`config.mk`:
```
export PLATFORM = sky130hd
export DESIGN_NAME = combat_referee
export DESIGN_NICKNAME = d
export VERILOG_FILES = /design/src/rtl/combat_referee.sv
export SDC_FILE = /design/constraint.sdc
export NUM_CORES = 1
export LEC_CHECK = 0
export ABC_CLOCK_PERIOD_IN_PS = 3100
export CAP_MARGIN = 20
export CORE_MARGIN = 5
export CORE_UTILIZATION = 40
export CTS_CLUSTER_DIAMETER = 50
export DETAILED_ROUTE_END_ITERATION = 10
export PLACE_DENSITY_LB_ADDON = 0.25
export SETUP_SLACK_MARGIN = 0.5
export SLEW_MARGIN = 20
export SYNTH_ARGS = -nofsm -noshare
export SYNTH_HDL_FRONTEND = slang
export SYNTH_SLANG_ARGS = --single-unit
```
`constraint.sdc`:
```
create_clock -name clk_in -period 3.1 [get_ports clk_in]
set_clock_uncertainty 0.1 [all_clocks]
set_input_delay 0.62 -clock clk_in [delete_from_list [all_inputs] [get_ports clk_in]]
set_output_delay 0.62 -clock clk_in [all_outputs]
set_load 0.01 [all_outputs]
```
`src/rtl/combat_referee.sv`:
```
// combat_referee: per-frame hit referee for the saber duel.
// Snapshots both sabers and boxes on the new-frame pulse, evaluates hits on the
// following edge, and keeps health, invulnerability cooldowns and the match state.
`timescale 1ns/1ps

module combat_referee #(
    parameter int START_HEALTH = 5,
    parameter int IFRAMES      = 60
) (
    input  logic        clk_in,
    input  logic        rst_in,
    input  logic        nf_in,
    input  logic        start_in,
    input  logic [11:0] player_saber_x_in,
    input  logic [11:0] opponent_saber_x_in,
    input  logic [10:0] player_saber_y_in,
    input  logic [10:0] opponent_saber_y_in,
    input  logic [1:0]  player_saber_state_in,
    input  logic [1:0]  opponent_saber_state_in,
    input  logic [11:0] player_box_x_in,
    input  logic [11:0] player_box_xmax_in,
    input  logic [11:0] opponent_box_x_in,
    input  logic [11:0] opponent_box_xmax_in,
    input  logic [10:0] player_box_y_in,
    input  logic [10:0] player_box_ymax_in,
    input  logic [10:0] opponent_box_y_in,
    input  logic [10:0] opponent_box_ymax_in,
    output logic [2:0]  player_health_out,
    output logic [2:0]  opponent_health_out,
    output logic        player_hit_out,
    output logic        opponent_hit_out,
    output logic        game_over_out,
    output logic [1:0]  winner_out,
    output logic [1:0]  state_out
);

    typedef enum logic [1:0] {
        IDLE  = 2'b00,
        FIGHT = 2'b01,
        OVER  = 2'b10
    } state_t;

    localparam logic [2:0] START_H  = 3'(START_HEALTH);
    localparam logic [7:0] IFR      = 8'(IFRAMES);
    localparam logic [1:0] ST_BLOCK = 2'd2;
    localparam logic [1:0] ST_HEAVY = 2'd3;

    state_t      state_q, state_d;
    logic [2:0]  p_health_q, p_health_d;
    logic [2:0]  o_health_q, o_health_d;
    logic [7:0]  p_cool_q, p_cool_d;
    logic [7:0]  o_cool_q, o_cool_d;
    logic        p_hit_q, p_hit_d;
    logic        o_hit_q, o_hit_d;
    logic [1:0]  winner_q, winner_d;
    logic        game_over_q, game_over_d;

    // Frame snapshot: evaluation only ever looks at these, never the live inputs.
    logic        pending;
    logic [11:0] snap_p_x, snap_o_x;
    logic [10:0] snap_p_y, snap_o_y;
    logic [1:0]  snap_p_st, snap_o_st;
    logic [11:0] snap_pb_x, snap_pb_xmax, snap_ob_x, snap_ob_xmax;
    logic [10:0] snap_pb_y, snap_pb_ymax, snap_ob_y, snap_ob_ymax;

    logic        capture;
    logic        evaluate;
    logic        p_attacking, o_attacking;
    logic        p_tip_in_obox, o_tip_in_pbox;
    logic        hit_on_p, hit_on_o;
    logic [2:0]  dmg_to_p, dmg_to_o;
    logic [2:0]  p_health_after, o_health_after;
    logic [7:0]  p_cool_after, o_cool_after;

    assign capture  = nf_in && (state_q == FIGHT);
    assign evaluate = pending && (state_q == FIGHT);

    // Attack states are 1 (light) and 3 (heavy): both have bit 0 set.
    assign p_attacking = snap_p_st[0];
    assign o_attacking = snap_o_st[0];

    // Inclusive bounds; an inverted box admits no tip position at all.
    assign p_tip_in_obox = (snap_p_x >= snap_ob_x) && (snap_p_x <= snap_ob_xmax) &&
                           (snap_p_y >= snap_ob_y) && (snap_p_y <= snap_ob_ymax);
    assign o_tip_in_pbox = (snap_o_x >= snap_pb_x) && (snap_o_x <= snap_pb_xmax) &&
                           (snap_o_y >= snap_pb_y) && (snap_o_y <= snap_pb_ymax);

    assign hit_on_o = p_attacking && p_tip_in_obox && (snap_o_st != ST_BLOCK) && (o_cool_q == 8'd0);
    assign hit_on_p = o_attacking && o_tip_in_pbox && (snap_p_st != ST_BLOCK) && (p_cool_q == 8'd0);

    assign dmg_to_o = (snap_p_st == ST_HEAVY) ? 3'd2 : 3'd1;
    assign dmg_to_p = (snap_o_st == ST_HEAVY) ? 3'd2 : 3'd1;

    // Saturate at zero so a heavy hit on 1 health never wraps to 7.
    assign o_health_after = (o_health_q > dmg_to_o) ? (o_health_q - dmg_to_o) : 3'd0;
    assign p_health_after = (p_health_q > dmg_to_p) ? (p_health_q - dmg_to_p) : 3'd0;

    // A hit reloads the window; otherwise the window counts down using the pre-decrement value.
    assign o_cool_after = hit_on_o ? IFR : ((o_cool_q != 8'd0) ? (o_cool_q - 8'd1) : 8'd0);
    assign p_cool_after = hit_on_p ? IFR : ((p_cool_q != 8'd0) ? (p_cool_q - 8'd1) : 8'd0);

    // Capture the frame inputs on nf_in during a fight and flag them for evaluation next edge.
    always_ff @(posedge clk_in or negedge rst_in) begin
        if (!rst_in) begin
            pending      <= 1'b0;
            snap_p_x     <= '0;
            snap_p_y     <= '0;
            snap_p_st    <= '0;
            snap_o_x     <= '0;
            snap_o_y     <= '0;
            snap_o_st    <= '0;
            snap_pb_x    <= '0;
            snap_pb_xmax <= '0;
            snap_pb_y    <= '0;
            snap_pb_ymax <= '0;
            snap_ob_x    <= '0;
            snap_ob_xmax <= '0;
            snap_ob_y    <= '0;
            snap_ob_ymax <= '0;
        end else begin
            pending <= capture;
            if (capture) begin
                snap_p_x     <= player_saber_x_in;
                snap_p_y     <= player_saber_y_in;
                snap_p_st    <= player_saber_state_in;
                snap_o_x     <= opponent_saber_x_in;
                snap_o_y     <= opponent_saber_y_in;
                snap_o_st    <= opponent_saber_state_in;
                snap_pb_x    <= player_box_x_in;
                snap_pb_xmax <= player_box_xmax_in;
                snap_pb_y    <= player_box_y_in;
                snap_pb_ymax <= player_box_ymax_in;
                snap_ob_x    <= opponent_box_x_in;
                snap_ob_xmax <= opponent_box_xmax_in;
                snap_ob_y    <= opponent_box_y_in;
                snap_ob_ymax <= opponent_box_ymax_in;
            end
        end
    end

    // Next-state and next-output logic for the match FSM.
    always_comb begin
        state_d    = state_q;
        p_health_d = p_health_q;
        o_health_d = o_health_q;
        p_cool_d   = p_cool_q;
        o_cool_d   = o_cool_q;
        p_hit_d    = 1'b0;
        o_hit_d    = 1'b0;
        winner_d   = winner_q;

        case (state_q)
            IDLE, OVER: begin
                if (start_in) begin
                    state_d    = FIGHT;
                    p_health_d = START_H;
                    o_health_d = START_H;
                    p_cool_d   = 8'd0;
                    o_cool_d   = 8'd0;
                    winner_d   = 2'b00;
                end
            end
            FIGHT: begin
                if (evaluate) begin
                    p_hit_d    = hit_on_p;
                    o_hit_d    = hit_on_o;
                    p_health_d = hit_on_p ? p_health_after : p_health_q;
                    o_health_d = hit_on_o ? o_health_after : o_health_q;
                    p_cool_d   = p_cool_after;
                    o_cool_d   = o_cool_after;
                    if ((p_health_d == 3'd0) || (o_health_d == 3'd0)) begin
                        state_d  = OVER;
                        winner_d = {p_health_d == 3'd0, o_health_d == 3'd0};
                    end
                end
            end
            default: begin
                state_d = IDLE;
            end
        endcase

        game_over_d = (state_d == OVER);
    end

    // Match state register; all outputs come straight from here.
    always_ff @(posedge clk_in or negedge rst_in) begin
        if (!rst_in) begin
            state_q     <= IDLE;
            p_health_q  <= START_H;
            o_health_q  <= START_H;
            p_cool_q    <= 8'd0;
            o_cool_q    <= 8'd0;
            p_hit_q     <= 1'b0;
            o_hit_q     <= 1'b0;
            winner_q    <= 2'b00;
            game_over_q <= 1'b0;
        end else begin
            state_q     <= state_d;
            p_health_q  <= p_health_d;
            o_health_q  <= o_health_d;
            p_cool_q    <= p_cool_d;
            o_cool_q    <= o_cool_d;
            p_hit_q     <= p_hit_d;
            o_hit_q     <= o_hit_d;
            winner_q    <= winner_d;
            game_over_q <= game_over_d;
        end
    end

    assign player_health_out   = p_health_q;
    assign opponent_health_out = o_health_q;
    assign player_hit_out      = p_hit_q;
    assign opponent_hit_out    = o_hit_q;
    assign game_over_out       = game_over_q;
    assign winner_out          = winner_q;
    assign state_out           = state_q;

endmodule

```
After elaboration in Yosys (flattened, before gate mapping)
Cells that the tools add are included.
{ "totals": {"register_bits": 172, "latchBits": 0, "mem_bits_rw": 0, "romBits": 0, "in_bits": 146, "out_inout_bits": 13, "elab_cells": 106, "n_memories": 0} }
{ "op_classes": {"add_sub_neg": 4, "n_mul": 0, "div_mod_pow": 0, "magnitude_cmp": 10, "eq_ne": 10, "n_shift": 0, "mux": 32, "bitwise_logic": 0, "n_reduce_logical": 26} }
{ "ops": {"columns": ["cell", "n"], "rows": [
  ["two-way mux 8 bit", 7],
  ["case mux 8 bit (2 select lines)", 2],
  ["greater-or-equal comparator 12 bit", 2],
  ["<= comparator 12 bit", 2],
  ["greater-or-equal comparator 11 bit", 2],
  ["<= comparator 11 bit", 2],
  ["two-way mux 3 bit", 7],
  ["zero test 8 bit", 2],
  ["two-way mux 2 bit", 8],
  ["nonzero test 8 bit", 2],
  ["subtractor 8 x 1 -> 8 bit, second input constant", 2],
  ["logical AND 1 bit", 14],
  ["case mux 3 bit (2 select lines)", 2],
  ["== test 2 bit, second input constant", 4],
  ["inequality test 2 bit, second input constant", 4],
  ["case mux 2 bit (2 select lines)", 2],
  ["> comparator 3 x 2 -> 1 bit", 2],
  ["zero test 3 bit", 2],
  ["subtractor 3 x 2 -> 3 bit", 2],
  ["two-way mux 1 bit", 4],
  ["AND reduction 4 bit", 1],
  ["AND reduction 3 bit", 1],
  ["== test 2 x 1 -> 1 bit, second input constant", 1],
  ["zero test 2 bit", 1],
  ["4 further kinds", 4]
]} }

Logic depth before layout (Yosys ltp)
Gate-level depths: netlist (run 1).
{ "logic_depth": {"word_depth": 14, "mapped_depth": 10, "mapped_depth_nobuf": 10} }

Worst setup path before layout (run 1)
OpenSTA, ideal clock, no wires.
{ "synth_timing": {"kind": "flip-flop to flip-flop", "from": "register p_health_q[0], in the netlist player_health_out[0]", "to": "register game_over_q, in the netlist game_over_out", "setup_time_ps": 131, "t_arrival_ps": 2426, "required_ps": 2869, "path_slack_ps": 443, "stages_incl_launch_ff": 10, "n_path_buf": 0, "synth_period_minus_slack_ps": 2657, "path_cell_list": "dfstp_2 -> inv_1 -> ha_1 -> fa_1 -> xnor2_1 -> a31oi_1 -> nand4_1 -> or3_4 -> and3_4 -> or3_1"} }
{ "synth_between": {"elab_chain_cells": 9, "elab_cells_between_ends": 10, "cone_classes": "1 x add/sub; 1 x order compare; 1 x eq/ne; 5 x mux; 2 x reduce/logical"} }
{ "synth_lines": {"columns": ["element", "line_no", "rtl"], "rows": [
  ["from (decl)", "49", "logic [2:0] p_health_q, p_health_d;"],
  ["from (signal assigned)", "199", "p_health_q <= p_health_d;"],
  ["subtractor 3 x 2 -> 3 bit / > comparator 3 x 2 -> 1 bit (equally long branches)", "96", "assign p_health_after = (p_health_q > dmg_to_p) ? (p_health_q - dmg_to_p) : 3'd0;"],
  ["two-way mux 3 bit", "96", null],
  ["two-way mux 3 bit (*)", "167", "p_health_d = hit_on_p ? p_health_after : p_health_q;"],
  ["zero test 3 bit (*)", "171", "if ((p_health_d == 3'd0) || (o_health_d == 3'd0)) begin"],
  ["logical OR 1 bit (*)", "171", null],
  ["two-way mux 2 bit (*)", "171", null],
  ["two-way mux 2 bit (*)", "164", "if (evaluate) begin"],
  ["case mux 2 bit (2 select lines) (*)", "152", "case (state_q)"],
  ["== test 2 bit (*)", "182", "game_over_d = (state_d == OVER);"],
  ["via game_over_d", "56", "logic game_over_q, game_over_d;"],
  ["to (signal assigned)", "206", "game_over_q <= game_over_d;"],
  ["to (decl)", "56", null]
]} }
The timed path passes the listed nets; every way through them passes the cells marked *.
A chain may end at the register's enable or synchronous reset.

Final worst setup path (run 1)
{ "layout_timing": {"from": "register snap_pb_y[0]", "to": "register state_q[1], in the netlist state_out[1]"} }
{ "layout_between": {"elab_chain_cells": 12} }
{ "layout_lines": {"columns": ["element", "line_no", "rtl"], "rows": [
  ["from (decl)", "64", "logic [10:0] snap_pb_y, snap_pb_ymax, snap_ob_y, snap_ob_ymax;"],
  ["from (signal assigned)", "131", "snap_pb_y <= player_box_y_in;"],
  ["greater-or-equal comparator 11 bit", "86", "(snap_o_y >= snap_pb_y) && (snap_o_y <= snap_pb_ymax);"],
  ["logical AND 1 bit", "85", "assign o_tip_in_pbox = (snap_o_x >= snap_pb_x) && (snap_o_x <= snap_pb_xmax) &&"],
  ["logical AND 1 bit", "86", null],
  ["logical AND 1 bit (3 in a row)", "89", "assign hit_on_p = o_attacking && o_tip_in_pbox && (snap_p_st != ST_BLOCK) && (p_cool_q == 8'd0);"],
  ["two-way mux 3 bit", "167", null],
  ["zero test 3 bit", "171", null],
  ["logical OR 1 bit", "171", null],
  ["two-way mux 2 bit", "171", null],
  ["two-way mux 2 bit", "164", null],
  ["case mux 2 bit (2 select lines)", "152", null],
  ["via state_d[1]", "48", "state_t state_q, state_d;"],
  ["to (signal assigned)", "198", "state_q <= state_d;"],
  ["to (decl)", "48", null]
]} }
The timed path passes the listed nets, and every way through them passes these cells.

==> impl_results.md, run 1 <==
- Hold bufs inserted after CTS: 0
- Minimum clock period: 2.77 ns
- Met2 usage: 0.271
- CP Capture Type: flip-flop
- First-pass GRT wire length: 36.5 mm
- CTS clk-pin slew, worst paths: 0.07 ns
- Internal Power: 4.89 mW
- IO Pins: 159
- Commonest non-fill, non-tap cell in the layout: dfrtp_1
- Routability cong.: 0.816
- RSZ-0062 raised after global routing: yes
- Hold crit path type: in -> async
- Die height: approximately 160 um
- Largest net degree at the start of global routing: 91
- Number of port buffers: 158
- Clock Latency Late Sink: 0.43 ns
- CP max stage cell: or4_4
- Combinational power share: 0.277
- H-tree depth: 4
- Worst r2r src: snap_pb_y[0]$_DFFE_PN0P_
- Drt total wl: 22.7 mm
- Period utilization: 0.894
- Worst Path Buf+Inv: 0
- Fmax: around 360 MHz
- Initial antenna violation count: 1
- # Max-Cap Violations: 0
- Vias/cell: 5.07
- DRT antenna net count: 0
- Most frequent cells in the layout: dfrtp_1, clkdlybuf4s50_1, nand2_1
- Worst-path cell chain: ha_1 -> nand2b_4 -> a2111oi_2 -> or4_4 -> a21oi_4 -> nand4_1 -> or3_4 -> and3_4 -> or3_1
- Critical path required time: 3.31 ns
- Global Route Usage Sum: 0.173
- Area Overhead vs Synth: 35.2%
- EDFF count, synth: 0
- Syn Area/Cell: 10.1 um^2
- Die W: between 150 and 200 um
- Critical path class: reg -> reg
- Row count: 55
- Cell taking the most area after synthesis: dfrtp_1
- Routed vias: roughly 7,000
- Static leakage: 5.57 nW
- Overall power: 7.02 mW
- Dominant synthesized flop cell: dfrtp_1
- Distinct cells, synth: 60
- Clk pwr share: 0.323
- First-pass detailed-route iteration total: 5
- Met3 Usage GRT: 0.0352
- TNS Setup: 0 ns
- Drt drc: 0
- P_sw: roughly 2.1 mW
- Initial Utilization: 0.404
- Share of cells above drive strength 1: 0.181
- Slew Viols, Final: 0
- Top-area cell type share of the netlist area: 0.461
- Clock Sinks: about 170
- VDD IR-drop max: about 0.32 mV
- Placed cell areas: 11,100 um^2
- Start point of the critical path: snap_pb_y[0]$_DFFE_PN0P_
- CP max stage delay: 0.53 ns
- GRT met1 Usage: 0.248
- CP startpoint kind: flip-flop
- Mapped cell area: a little over 9000 um^2
- Final instance area: approximately 12,000 um^2
- Sw Ratio: 0.303
- Vias in the first global route: ~7,100
- Synth area leaders: dfrtp_1, ha_1, mux2_2, o21ai_0, nand2_1
- Nets@finish: 1,333
- Root Driver: clkbuf_16
- Power density cells: 570 nW/um^2
- Post-route setup slack: 0.329 ns
- Mapped Cells: 899
- CTS tree: built
- Die ar.: ~26,000 um^2
- Routed WL per cell: 16.4 um
- Busiest layer in global routing: met2
- Setup violations, final: 0
- R2r worst-path depth: 9
- Synthesized net count: 1,147
- Least-Margin Pin Slew: 0.542 ns
- Final hold violations: 0
- Worst Path Arrival: 2.98 ns
- Top Family by Delay on Critical Path: simple AND/OR/NAND/NOR gates
- Inserted Clock Buffers: 17
- Iteration-0 DRC Markers: about 350
- Asr flop ratio synth: 1.00
- Clock Tree Buf Depth: 2
- Ys Warns: 0
- #FFs+latches synth: 172
- Flop-to-flop setup slack: 0.33 ns
- Register area share after synthesis: 0.473
- GR Overflow Total: 0
- Relative slew slack: 0.638
- CP max FO: 3
- Core area: 22,600 um^2
- Outcome: complete, no violations
- Reg-to-Reg End: state_out[1]$_DFF_PN0_
- Flop pwr share: 0.399
- HPWL after DPL: around 16 mm
- Pre-CTS WS: 0.239 ns
## final cells by class
| cell class | count | area (um^2) |
|---|---|---|
| fill | 1962 | 10300 |
| tap | 285 | 357 |
| clock inverter | 12 | 161 |
| clock buffer | 20 | 467 |
| antenna | 1 | 2.50 |
| timing repair buffer | 196 | 1920 |
| multi-input combinational | 596 | 4720 |
| sequential | 172 | 4310 |
| inverter | 102 | 383 |
## worst reg2reg max path, delay by kind of cell (launching register included)
kind | cells | cell delay (ns)
AO/OA/AOI/OAI | 2 | 0.23
adder cells (fa/ha/maj) | 1 | 0.28
flip-flops | 1 | 0.39
AND/OR/NAND/NOR | 6 | 1.66
## metrics by stage
stage | utilization | hold slack [ns] | instances
global route | 0.546 | 0.0895 | 1384
CTS | 0.527 | 0.0683 | 1365
detailed placement | 0.491 | 0.379 | 1323
floorplan | - | 0.224 | 899
global placement | 0.491 | 0.374 | 1323
finish | 0.546 | 0.0594 | 1384
## power by group through the flow
| stage | clock network [mW] | logic [mW] | registers [mW] |
|---|---|---|---|
| 5_1_grt | 2.42 | 2.21 | 2.84 |
| 6_report | 2.27 | 1.95 | 2.81 |
| 3_5_place_dp | 0 | 1.70 | 2.83 |
| 2_1_floorplan | 0 | 1.12 | 2.78 |
| 3_3_place_gp | 0 | 1.66 | 2.82 |
| 4_1_cts | 2.31 | 1.78 | 2.79 |
## synthesized netlist by cell type (7+ instances only)
cell type and count:
a211oi_1 9, a21o_1 22, a21oi_1 27, a31oi_1 7, clkbuf_1 25, dfrtp_1 168
ha_1 100, inv_1 102, mux2_2 53, nand2_1 113, nand2b_1 9, nand3_1 16
nand4_1 18, nor2_1 19, nor2b_1 7, o21ai_0 107, or3_1 10
## repair_timing
item | CTS | global route
resized for setup | 20 | 47
endpoints found under the setup margin | 18 | 19
gates cloned | 0 | 0
pin swaps | 22 | 42
hold endpoints to repair | 0 | 0
setup buffers | 10 | 18
## sequential cells by signal (all words and copies together), names as in the netlist, 3 cells and up
register and flops:
o_cool_q 8, opponent_health_out 3, p_cool_q 8, player_health_out 3
snap_o_x 12, snap_o_y 11, snap_ob_x 12, snap_ob_xmax 12
snap_ob_y 11, snap_ob_ymax 11, snap_p_x 12, snap_p_y 11
snap_pb_x 12, snap_pb_xmax 12, snap_pb_y 11, snap_pb_ymax 11
## layer usage
layer	wire length, um	part of all wire	vias up
met1	10900	0.48	3372
met4	329	0.014	0
li1	-	-	3502
met5	0	0	-
met3	854	0.038	19
met2	10600	0.47	125
## kinds of logic after synthesis
kind of cell    Yosys count  synth area share
mux                      53            0.0655
flops                   172             0.473
compound gates          216             0.144
simple gates            221             0.118
xor+xnor                  4           0.00384
fa+ha+maj               102             0.142
buf+inv                 131            0.0539
## worst max-delay path by stage
stage / endpoint / slack (ns) / depth (start not counted)
floorplan: game_over_out$_DFF_PN0_ / 0.50 / 9
global placement: game_over_out$_DFF_PN0_ / 0.30 / 9
detailed placement: state_out[1]$_DFF_PN0_ / 0.24 / 10
CTS: game_over_out$_DFF_PN0_ / 0.32 / 9
global route: state_out[1]$_DFF_PN0_ / 0.25 / 9
finish: state_out[1]$_DFF_PN0_ / 0.33 / 9
Note: power is estimated with default switching activity, not from simulation.
==> inputs of run 2 (changes only) <==
--- a/config.mk
+++ b/config.mk
@@ -10,7 +10,9 @@
 export CORE_MARGIN = 5
 export CORE_UTILIZATION = 40
 export CTS_CLUSTER_DIAMETER = 50
+export CTS_CLUSTER_SIZE = 28
 export DETAILED_ROUTE_END_ITERATION = 10
+export GPL_ROUTABILITY_DRIVEN = 0
 export PLACE_DENSITY_LB_ADDON = 0.25
 export SETUP_SLACK_MARGIN = 0.5
 export SLEW_MARGIN = 20
==> results of run 2 <==
The final DEF is identical to that of run 1; final timing and power are the same.
